### config.mk
export PLATFORM = sky130hd
export DESIGN_NAME = dmem_responder
export DESIGN_NICKNAME = d
export VERILOG_FILES = /design/src/rtl/mips_mem_pkg.sv /design/src/rtl/dmem_array.sv /design/src/rtl/dmem_responder.sv
export SDC_FILE = /design/constraint.sdc
export NUM_CORES = 2
export LEC_CHECK = 0
export CAP_MARGIN = 0
export CORE_MARGIN = 10
export CORE_UTILIZATION = 50
export DETAILED_ROUTE_END_ITERATION = 6
export PLACE_DENSITY = 0.76
export REMOVE_ABC_BUFFERS = 1
export SLEW_MARGIN = 15
export SYNTH_ARGS = -nofsm -noshare
export SYNTH_HDL_FRONTEND = slang
export SYNTH_SLANG_ARGS = --single-unit
### constraint.sdc
create_clock -name CLK -period 6.3 [get_ports CLK]
set_clock_uncertainty 0.1 [all_clocks]
set_input_delay 0.945 -clock CLK [delete_from_list [all_inputs] [get_ports CLK]]
set_output_delay 0.945 -clock CLK [all_outputs]
set_load 0.01 [all_outputs]
### src/rtl/mips_mem_pkg.sv
// mips_mem_pkg
// Shared definitions for the MIPS32 data-memory responder.
//   state_t    : responder FSM encoding (IDLE, WAIT, RESP)
//   WORD_BYTES : bytes per memory word; sets the byte-offset field width
package mips_mem_pkg;

    typedef enum logic [1:0] {
        IDLE = 2'b00,
        WAIT = 2'b01,
        RESP = 2'b10
    } state_t;

    localparam int WORD_BYTES = 4;

endpackage

### src/rtl/dmem_array.sv
// dmem_array
// Word array with a synchronous write port and a combinational read port.
// Both ports share one address. The contents are not reset.
//   clk   in   rising-edge clock
//   we    in   write enable
//   addr  in   word index
//   wdata in   write data
//   rdata out  word at addr (combinational)
module dmem_array #(
    parameter int WIDTH      = 32,
    parameter int DEPTH_LOG2 = 6
) (
    input  logic                  clk,
    input  logic                  we,
    input  logic [DEPTH_LOG2-1:0] addr,
    input  logic [WIDTH-1:0]      wdata,
    output logic [WIDTH-1:0]      rdata
);

    logic [WIDTH-1:0] mem [0:(1<<DEPTH_LOG2)-1];

    always_ff @(posedge clk) begin
        if (we) begin
            mem[addr] <= wdata;
        end
    end

    assign rdata = mem[addr];

endmodule

### src/rtl/dmem_responder.sv
// dmem_responder
// Multi-cycle data-memory responder at the M-stage load/store interface.
// Accepts one word request at a time, waits LATENCY cycles, performs the
// access and returns a one-cycle response strobe.
//
// Handshake: a request transfers on a rising edge where ReqValid and
// ReqReady are both high. ReqReady is high only in IDLE and depends on the
// state register alone. The response is a single-cycle RespValid strobe with
// no back-pressure; the requester must drop ReqValid on the edge where it
// observes RespValid, otherwise a new request starts when the FSM re-enters IDLE.
//
//   CLK        in   clock, rising edge
//   CLR        in   asynchronous active-low reset
//   ReqValid   in   request present
//   ReqWrite   in   1 = store, 0 = load
//   ReqAddr    in   byte address (wraps modulo the array size)
//   ReqWData   in   store data
//   ReqReady   out  request can be accepted this cycle
//   RespValid  out  one-cycle completion strobe
//   RespRData  out  load data, held until the next response
//   RespErr    out  misaligned address, qualified by RespValid
//   Busy       out  access outstanding (pipeline stall)
//   DbgState   out  current FSM state
module dmem_responder
    import mips_mem_pkg::*;
#(
    parameter int WIDTH      = 32,
    parameter int DEPTH_LOG2 = 6,
    parameter int LATENCY    = 2
) (
    input  logic             CLK,
    input  logic             CLR,
    input  logic             ReqValid,
    input  logic             ReqWrite,
    input  logic [WIDTH-1:0] ReqAddr,
    input  logic [WIDTH-1:0] ReqWData,
    output logic             ReqReady,
    output logic             RespValid,
    output logic [WIDTH-1:0] RespRData,
    output logic             RespErr,
    output logic             Busy,
    output state_t           DbgState
);

    localparam int CNT_W = 4;
    localparam int OFF_W = $clog2(WORD_BYTES);

    state_t           state, state_next;
    logic [CNT_W-1:0] cnt, cnt_next;
    logic             cap_write, cap_write_next;
    logic [WIDTH-1:0] cap_addr, cap_addr_next;
    logic [WIDTH-1:0] cap_wdata, cap_wdata_next;
    logic             resp_valid_next;
    logic             resp_err_next;
    logic [WIDTH-1:0] resp_rdata_next;

    logic [DEPTH_LOG2-1:0] word_idx;
    logic                  misaligned;
    logic                  do_access;
    logic                  mem_we;
    logic [WIDTH-1:0]      mem_rdata;
    logic                  unused_addr_hi;

    // Upper address bits are dropped so accesses wrap around the array.
    assign word_idx       = cap_addr[DEPTH_LOG2+OFF_W-1:OFF_W];
    assign misaligned     = |cap_addr[OFF_W-1:0];
    assign unused_addr_hi = ^cap_addr[WIDTH-1:DEPTH_LOG2+OFF_W];

    // A misaligned store must never touch the array.
    assign mem_we   = do_access & cap_write & ~misaligned;
    assign DbgState = state;

    dmem_array #(
        .WIDTH      (WIDTH),
        .DEPTH_LOG2 (DEPTH_LOG2)
    ) u_array (
        .clk   (CLK),
        .we    (mem_we),
        .addr  (word_idx),
        .wdata (cap_wdata),
        .rdata (mem_rdata)
    );

    always_ff @(posedge CLK or negedge CLR) begin
        if (!CLR) begin
            state     <= IDLE;
            cnt       <= '0;
            cap_write <= 1'b0;
            cap_addr  <= '0;
            cap_wdata <= '0;
            RespValid <= 1'b0;
            RespErr   <= 1'b0;
            RespRData <= '0;
        end else begin
            state     <= state_next;
            cnt       <= cnt_next;
            cap_write <= cap_write_next;
            cap_addr  <= cap_addr_next;
            cap_wdata <= cap_wdata_next;
            RespValid <= resp_valid_next;
            RespErr   <= resp_err_next;
            RespRData <= resp_rdata_next;
        end
    end

    always_comb begin
        state_next      = state;
        cnt_next        = cnt;
        cap_write_next  = cap_write;
        cap_addr_next   = cap_addr;
        cap_wdata_next  = cap_wdata;
        resp_valid_next = 1'b0;
        resp_err_next   = RespErr;
        resp_rdata_next = RespRData;
        do_access       = 1'b0;
        ReqReady        = 1'b0;
        Busy            = 1'b1;

        case (state)
            IDLE: begin
                ReqReady = 1'b1;
                Busy     = 1'b0;
                if (ReqValid) begin
                    cap_write_next = ReqWrite;
                    cap_addr_next  = ReqAddr;
                    cap_wdata_next = ReqWData;
                    cnt_next       = CNT_W'(LATENCY - 1);
                    state_next     = WAIT;
                end
            end
            WAIT: begin
                if (cnt != '0) begin
                    cnt_next = cnt - 1'b1;
                end else begin
                    // Access edge: the strobe and data register together,
                    // so RespValid coincides with the RESP state.
                    do_access       = 1'b1;
                    state_next      = RESP;
                    resp_valid_next = 1'b1;
                    resp_err_next   = misaligned;
                    if (misaligned) begin
                        resp_rdata_next = '0;
                    end else if (!cap_write) begin
                        resp_rdata_next = mem_rdata;
                    end
                end
            end
            RESP: begin
                state_next = IDLE;
            end
            default: begin
                state_next = IDLE;
            end
        endcase
    end

endmodule

# Word level (Yosys, flattened, before mapping)
# Memory sizes are Yosys's and may differ from the RTL's.
# Index checks and enable logic that the tools add are counted.
[classes]
add_sub_neg = 1
n_reduce_logical = 9
eq_ne = 5
bitwise = 4
muxes = 14
[ops]
columns = ["op", "n"]
rows = [
  ["$mux W32", 2],
  ["$mux W4", 2],
  ["$pmux W4 S2", 1],
  ["$mux W1", 6],
  ["$ne A2 B2 Y1 const B", 3],
  ["$reduce_and A2 Y1", 3],
  ["$reduce_and A3 Y1", 2],
  ["$mux W2", 2],
  ["$pmux W2 S2", 1],
  ["$reduce_bool A4 Y1", 1],
  ["$sub A4 B1 Y4 const B", 1],
  ["$and A1 B1 Y1", 2],
  ["$eq A2 B1 Y1 const B", 1],
  ["$logic_not A2 Y1", 1],
  ["$ne A2 B1 Y1 const B", 1],
  ["$not A1 Y1", 2],
  ["$reduce_bool A2 Y1", 1],
  ["$reduce_or A2 Y1", 1],
]
[totals]
memories = 1
ff_bits = 81
word_cells = 42
ramBits = 2048
output_inout_bits = 38
[memory_table]
columns = ["memory", "depth", "word_bits", "read_ports", "rd_ports_with_merged_regs", "wr", "line", "rtl"]
rows = [
  ["u_array.mem", 64, 32, 1, 0, 1, "dmem_array.sv:20", "logic [WIDTH-1:0] mem [0:(1<<DEPTH_LOG2)-1];"],
]

# Logic depth before layout (Yosys ltp)
[depth]
ltp_word = 7
depth_mapped = 10
ltp_nobuf = 8

# By module
# A second synthesis with hierarchy kept.
[unflattened]
hier_cells = 4413
hier_area_um2 = 81474.4
[by_module_without_submodules]
columns = ["mod", "cells_each", "n_inst", "area_each_um2"]
rows = [
  ["dmem_array", 4207, 1, 78287.6],
  ["dmem_responder", 206, 1, 3186.8],
]

# Worst setup path after synthesis
# No wires, ideal clock.
[synth_timing]
kind = "register to register"
start = "reg cnt[0]"
end = "mem u_array.mem[27][0] (enable)"
setup_time_ns = 0.421
arrival_time_ns = 2.927
required_ns = 5.779
path_buffers = 1
path_stages_with_launch = 10
setup_slack_ns = 2.852
path_cell_list = "dfrtp_1 > inv_1 > ha_1 > nor3b_2 > and3b_1 > buf_2 > nand3_1 > nor2_1 > nand2_1 > nor2_1"
[synth_between]
elab_chain_cells = 7
[synth_lines]
columns = ["item", "line", "rtl"]
rows = [
  ["start, declared", "dmem_responder.sv:49", "logic [CNT_W-1:0] cnt, cnt_next;"],
  ["start signal, assigned", "dmem_responder.sv:96", "cnt <= cnt_next;"],
  ["$reduce_bool A4 Y1", "dmem_responder.sv:132", "if (cnt != '0) begin"],
  ["$mux W1", "dmem_responder.sv:132", ""],
  ["$mux W1", "dmem_responder.sv:119", "case (state)"],
  ["named net do_access", "dmem_responder.sv:59", "logic do_access;"],
  ["$and A1 B1 Y1 (2 in a row)", "dmem_responder.sv:70", "assign mem_we = do_access & cap_write & ~misaligned;"],
  ["$mux W1", "dmem_array.sv:23", "if (we) begin"],
  ["$mux W1 (not written as such)", "dmem_array.sv:24", "mem[addr] <= wdata;"],
  ["end, declared", "dmem_array.sv:20", ""],
]
# The timed path passes the listed nets, and every way through them passes these cells.

# Worst setup path in the final report
[layout_timing]
start = "reg cap_addr[4]"
end = "mem u_array.mem[46][4] (enable)"
[layout_rtl]
columns = ["item", "line", "rtl"]
rows = [
  ["start, declared", "dmem_responder.sv:51", "logic [WIDTH-1:0] cap_addr, cap_addr_next;"],
  ["start signal, assigned", "dmem_responder.sv:98", "cap_addr <= cap_addr_next;"],
]
# No word-level cell before the write port.

==> results.cfg <==
[detailed_routing]
detailedRoute.firstPassIterationCount = 6
routed.top_layer = met5
vias = 42430
met3_wirelength_um = 17140
initialDrtViolationCount = 5259
total_wire_length_after_detailed_routing_um = 195000
wl_met1_um = 75380
via_per_inst = 6.185
wl_met2_um = 95300
wl_per_cell_um = 28.42
post_route_drc_violation_count = 0
drt.antenna.violating_nets = 0

[power_and_ir_drop]
total_power_mw = 41.02
peakVddDrop_uv = 677.6
total_leakage_power_nw = 30.07
power.density_nw_per_um2 = 446.8

[timing]
worst_pin_slew_ns = 1.181
max_clock_freq_mhz = 231.9
final.setup.tns_ns = 0
timing.final.crit_period_ns = 4.311
final.hold.worst_slack_ns = 0.3751
slew-limit-headroom_pct = 21.30
setup_slack_ns = 1.989
finalCritPeriodShare_pct = 68.44
rsz0062_at_grt = false
drv_slew = 0
setup_violations = 0
hold_viol = 0

[die]
die_width_um = 424.9
placeableCoreArea_um2 = 162800
ios = 106
effective_utilization_at_floorplan_pct = 50.36
total_die_area_um2 = 180500
die_height_um = 424.9
placementRows = 148

[cts]
cts-root-buf = sky130_fd_sc_hd__clkbuf_16
htree_levels = 4
numClockSinks = 2129
post_cts.repair.setup_buffers = 0
tritoncts_clock_tree = yes
clk_latency_ns = 0.83
clk_path_buf_depth = 3
numCtsBuffers = 198
clk_pin_slew_worst_paths_ns = 0.06

[yosys]
dominantRegCellSynth = sky130_fd_sc_hd__edfxtp_1
post_synth_inst_count = 4384
synth_edf_count = 2048
yosysWarningCount = 0
synth_cell_type_count = 39
synth.ff_latch_count = 2129
syn_avg_cell_area_um2 = 18.70
post_synth_instance_area_um2 = 81970
sequential_element_share_of_the_synthesized_area_pct = 77.50
asyncSetResetFlopFracSynth_pct = 3.805

[min_path]
hold-path-endpoint = cap_wdata[8]
hp-class = flop to flop
min-delay-start = cap_wdata[8]
whs_path_depth = 2

[final_layout]
fill_cells = 11739
layout.cells.non_filler = 6860
syn2layout_area_growth_pct = 11.99
layout-drive-gt1-share_pct = 13.28
finish.utilization_pct = 56.39
antenna-diode-count = 0
design_area_um2 = 91790
design.final.nets = 4592

[global_routing]
grt_first_pass_wirelength_um = 284300
grt_max_degree = 133
vias_in_the_first_global_route = 42128
antenna_found_initial = 2
gr_ovfl_total = 0
track_usage_pct = 21.12

[setup_path]
buf_inv_on_cp = 1
cp_max_fo = 49
required_ns = 6.67
reg2reg_from = cap_addr[4]
crit_chain = and2_4, nand2_1, nor2_4, buf_4
end_kind = flop
timing.setup.critical_path_class = flop to flop
cp_data_arrival_time_ns = 4.68
crit_path_start_kind = flop
rrSetupSlack_ns = 1.99
cpMaxStageDelayCell = sky130_fd_sc_hd__nor2_4
crit_path_max_delay_family = simple AND/OR/NAND/NOR gates
reg2reg_to = u_array.mem[46][4]
reg2regPathDepth = 4
critPathMaxStageDelay_ns = 0.90

[place]
place.gp.congestion = 0.7913
dp.final_hpwl_um = 107900
io_buffers = 81
placedCellCount = 6497
area_of_placed_instances_um2 = 85430
placement.setup.worst_slack_ns = 2.097

[status]
status = completed

[job]
maxCapViolations = 0
## registers in the layout (all words and copies together) (netlist names)
| register | count |
|---|---|
| DbgState | 2 |
| RespErr | 1 |
| RespRData | 32 |
| RespValid | 1 |
| cap_addr | 8 |
| cap_wdata | 32 |
| cap_write | 1 |
| cnt | 4 |
| u_array.mem | 2048 |
## logic make-up (layout without fill, tap and decap cells)
group	count (synthesis)	count (layout)	share of synthesized area (%)
multiplexers	926	926	12.96
flip-flops	2129	2129	77.50
AND/OR/NAND/NOR	496	496	2.781
AO/OA/AOI/OAI	565	565	4.647
XOR/XNOR	2	2	0.02137
adder cells (fa/ha/maj)	1	1	0.01526
buffers and inverters	265	566	2.078
## synth_stat cells (all sizes together), types with 3 or more instances
| library cell | instances | area [um2] |
|---|---|---|
| buf | 179 | 1380 |
| mux4 | 108 | 2432 |
| o21ai | 127 | 635.6 |
| or3b | 3 | 26.28 |
| a221oi | 32 | 280.3 |
| nand2 | 170 | 638.1 |
| edfxtp | 2048 | 61500 |
| nand4 | 60 | 375.4 |
| a22oi | 283 | 2125 |
| nand3 | 132 | 660.6 |
| nor2 | 105 | 401.6 |
| nor3b | 4 | 35.03 |
| dfrtp | 81 | 2027 |
| clkbuf | 82 | 307.8 |
| and3b | 3 | 26.28 |
| nor3 | 4 | 20.02 |
| inv | 4 | 15.01 |
| o22ai | 119 | 744.5 |
| and2 | 4 | 25.02 |
| mux2i | 818 | 8188 |
| a21oi | 3 | 15.01 |
## area by class of cell
type | instances | area, um2 | share of cell area (%)
sequential | 2129 | 63580 | 69.26
multi-input combinational | 1990 | 17280 | 18.83
clock buffer | 250 | 5348 | 5.826
tap | 2175 | 2721 | 2.965
timing repair buffer | 200 | 1854 | 2.020
clock inverter | 112 | 997.2 | 1.086
inverter | 4 | 15.01 | 0.01636
## layer usage
metal,vias to the layer above,global-route usage (%)
met3,357,3.769
met5,-,0
met2,2233,34.56
li1,17987,-
met4,4,7.914
met1,21849,28.36
## layout by cell type (no fill, tap or decap), types with 43 or more instances in the layout
cell type,n
sky130_fd_sc_hd__dfrtp_1,53
sky130_fd_sc_hd__clkdlybuf4s50_1,80
sky130_fd_sc_hd__clkinv_1,43
sky130_fd_sc_hd__buf_4,107
sky130_fd_sc_hd__edfxtp_1,2048
sky130_fd_sc_hd__nor2_4,67
sky130_fd_sc_hd__o21ai_0,66
sky130_fd_sc_hd__o21ai_1,61
sky130_fd_sc_hd__o22ai_1,119
sky130_fd_sc_hd__clkbuf_16,204
sky130_fd_sc_hd__mux2i_1,818
sky130_fd_sc_hd__nand4_1,60
sky130_fd_sc_hd__nand2_1,168
sky130_fd_sc_hd__nand3_1,131
sky130_fd_sc_hd__mux4_2,108
sky130_fd_sc_hd__a22oi_1,283
## timing repair
action / in CTS / in global routing
hold buffers: 1 / 0
gates resized for setup: 0 / 0
endpoints found under the hold margin: 26 / 0
## report_power, final
group          switching, mW  total [mW]  internal [mW]
clock                   5.08        11.7           6.65
combinational           6.48        10.0           3.56
sequential              1.56        19.3           17.7
total                   13.1        41.0           27.9
## worst max-delay path by stage
stage                            from  slack, ns  depth (start not counted)                  to
after global placement    cap_addr[4]       2.15                          4  u_array.mem[15][4]
after detailed placement  cap_addr[4]       2.10                          4  u_array.mem[15][4]
final                     cap_addr[4]       1.99                          4  u_array.mem[46][4]
after floorplan           cap_addr[2]     -25.90                          3  u_array.mem[10][0]
after global routing      cap_addr[4]       1.96                          4  u_array.mem[46][4]
after CTS                 cap_addr[4]       2.06                          4  u_array.mem[46][4]
## tightest hold or removal path: stages (launching register included)
cell                      delay (ns)
sky130_fd_sc_hd__dfrtp_1        0.34
sky130_fd_sc_hd__nand2_1        0.05
sky130_fd_sc_hd__nand2_1        0.05
No activity file was read; power rests on OpenSTA's default activity.
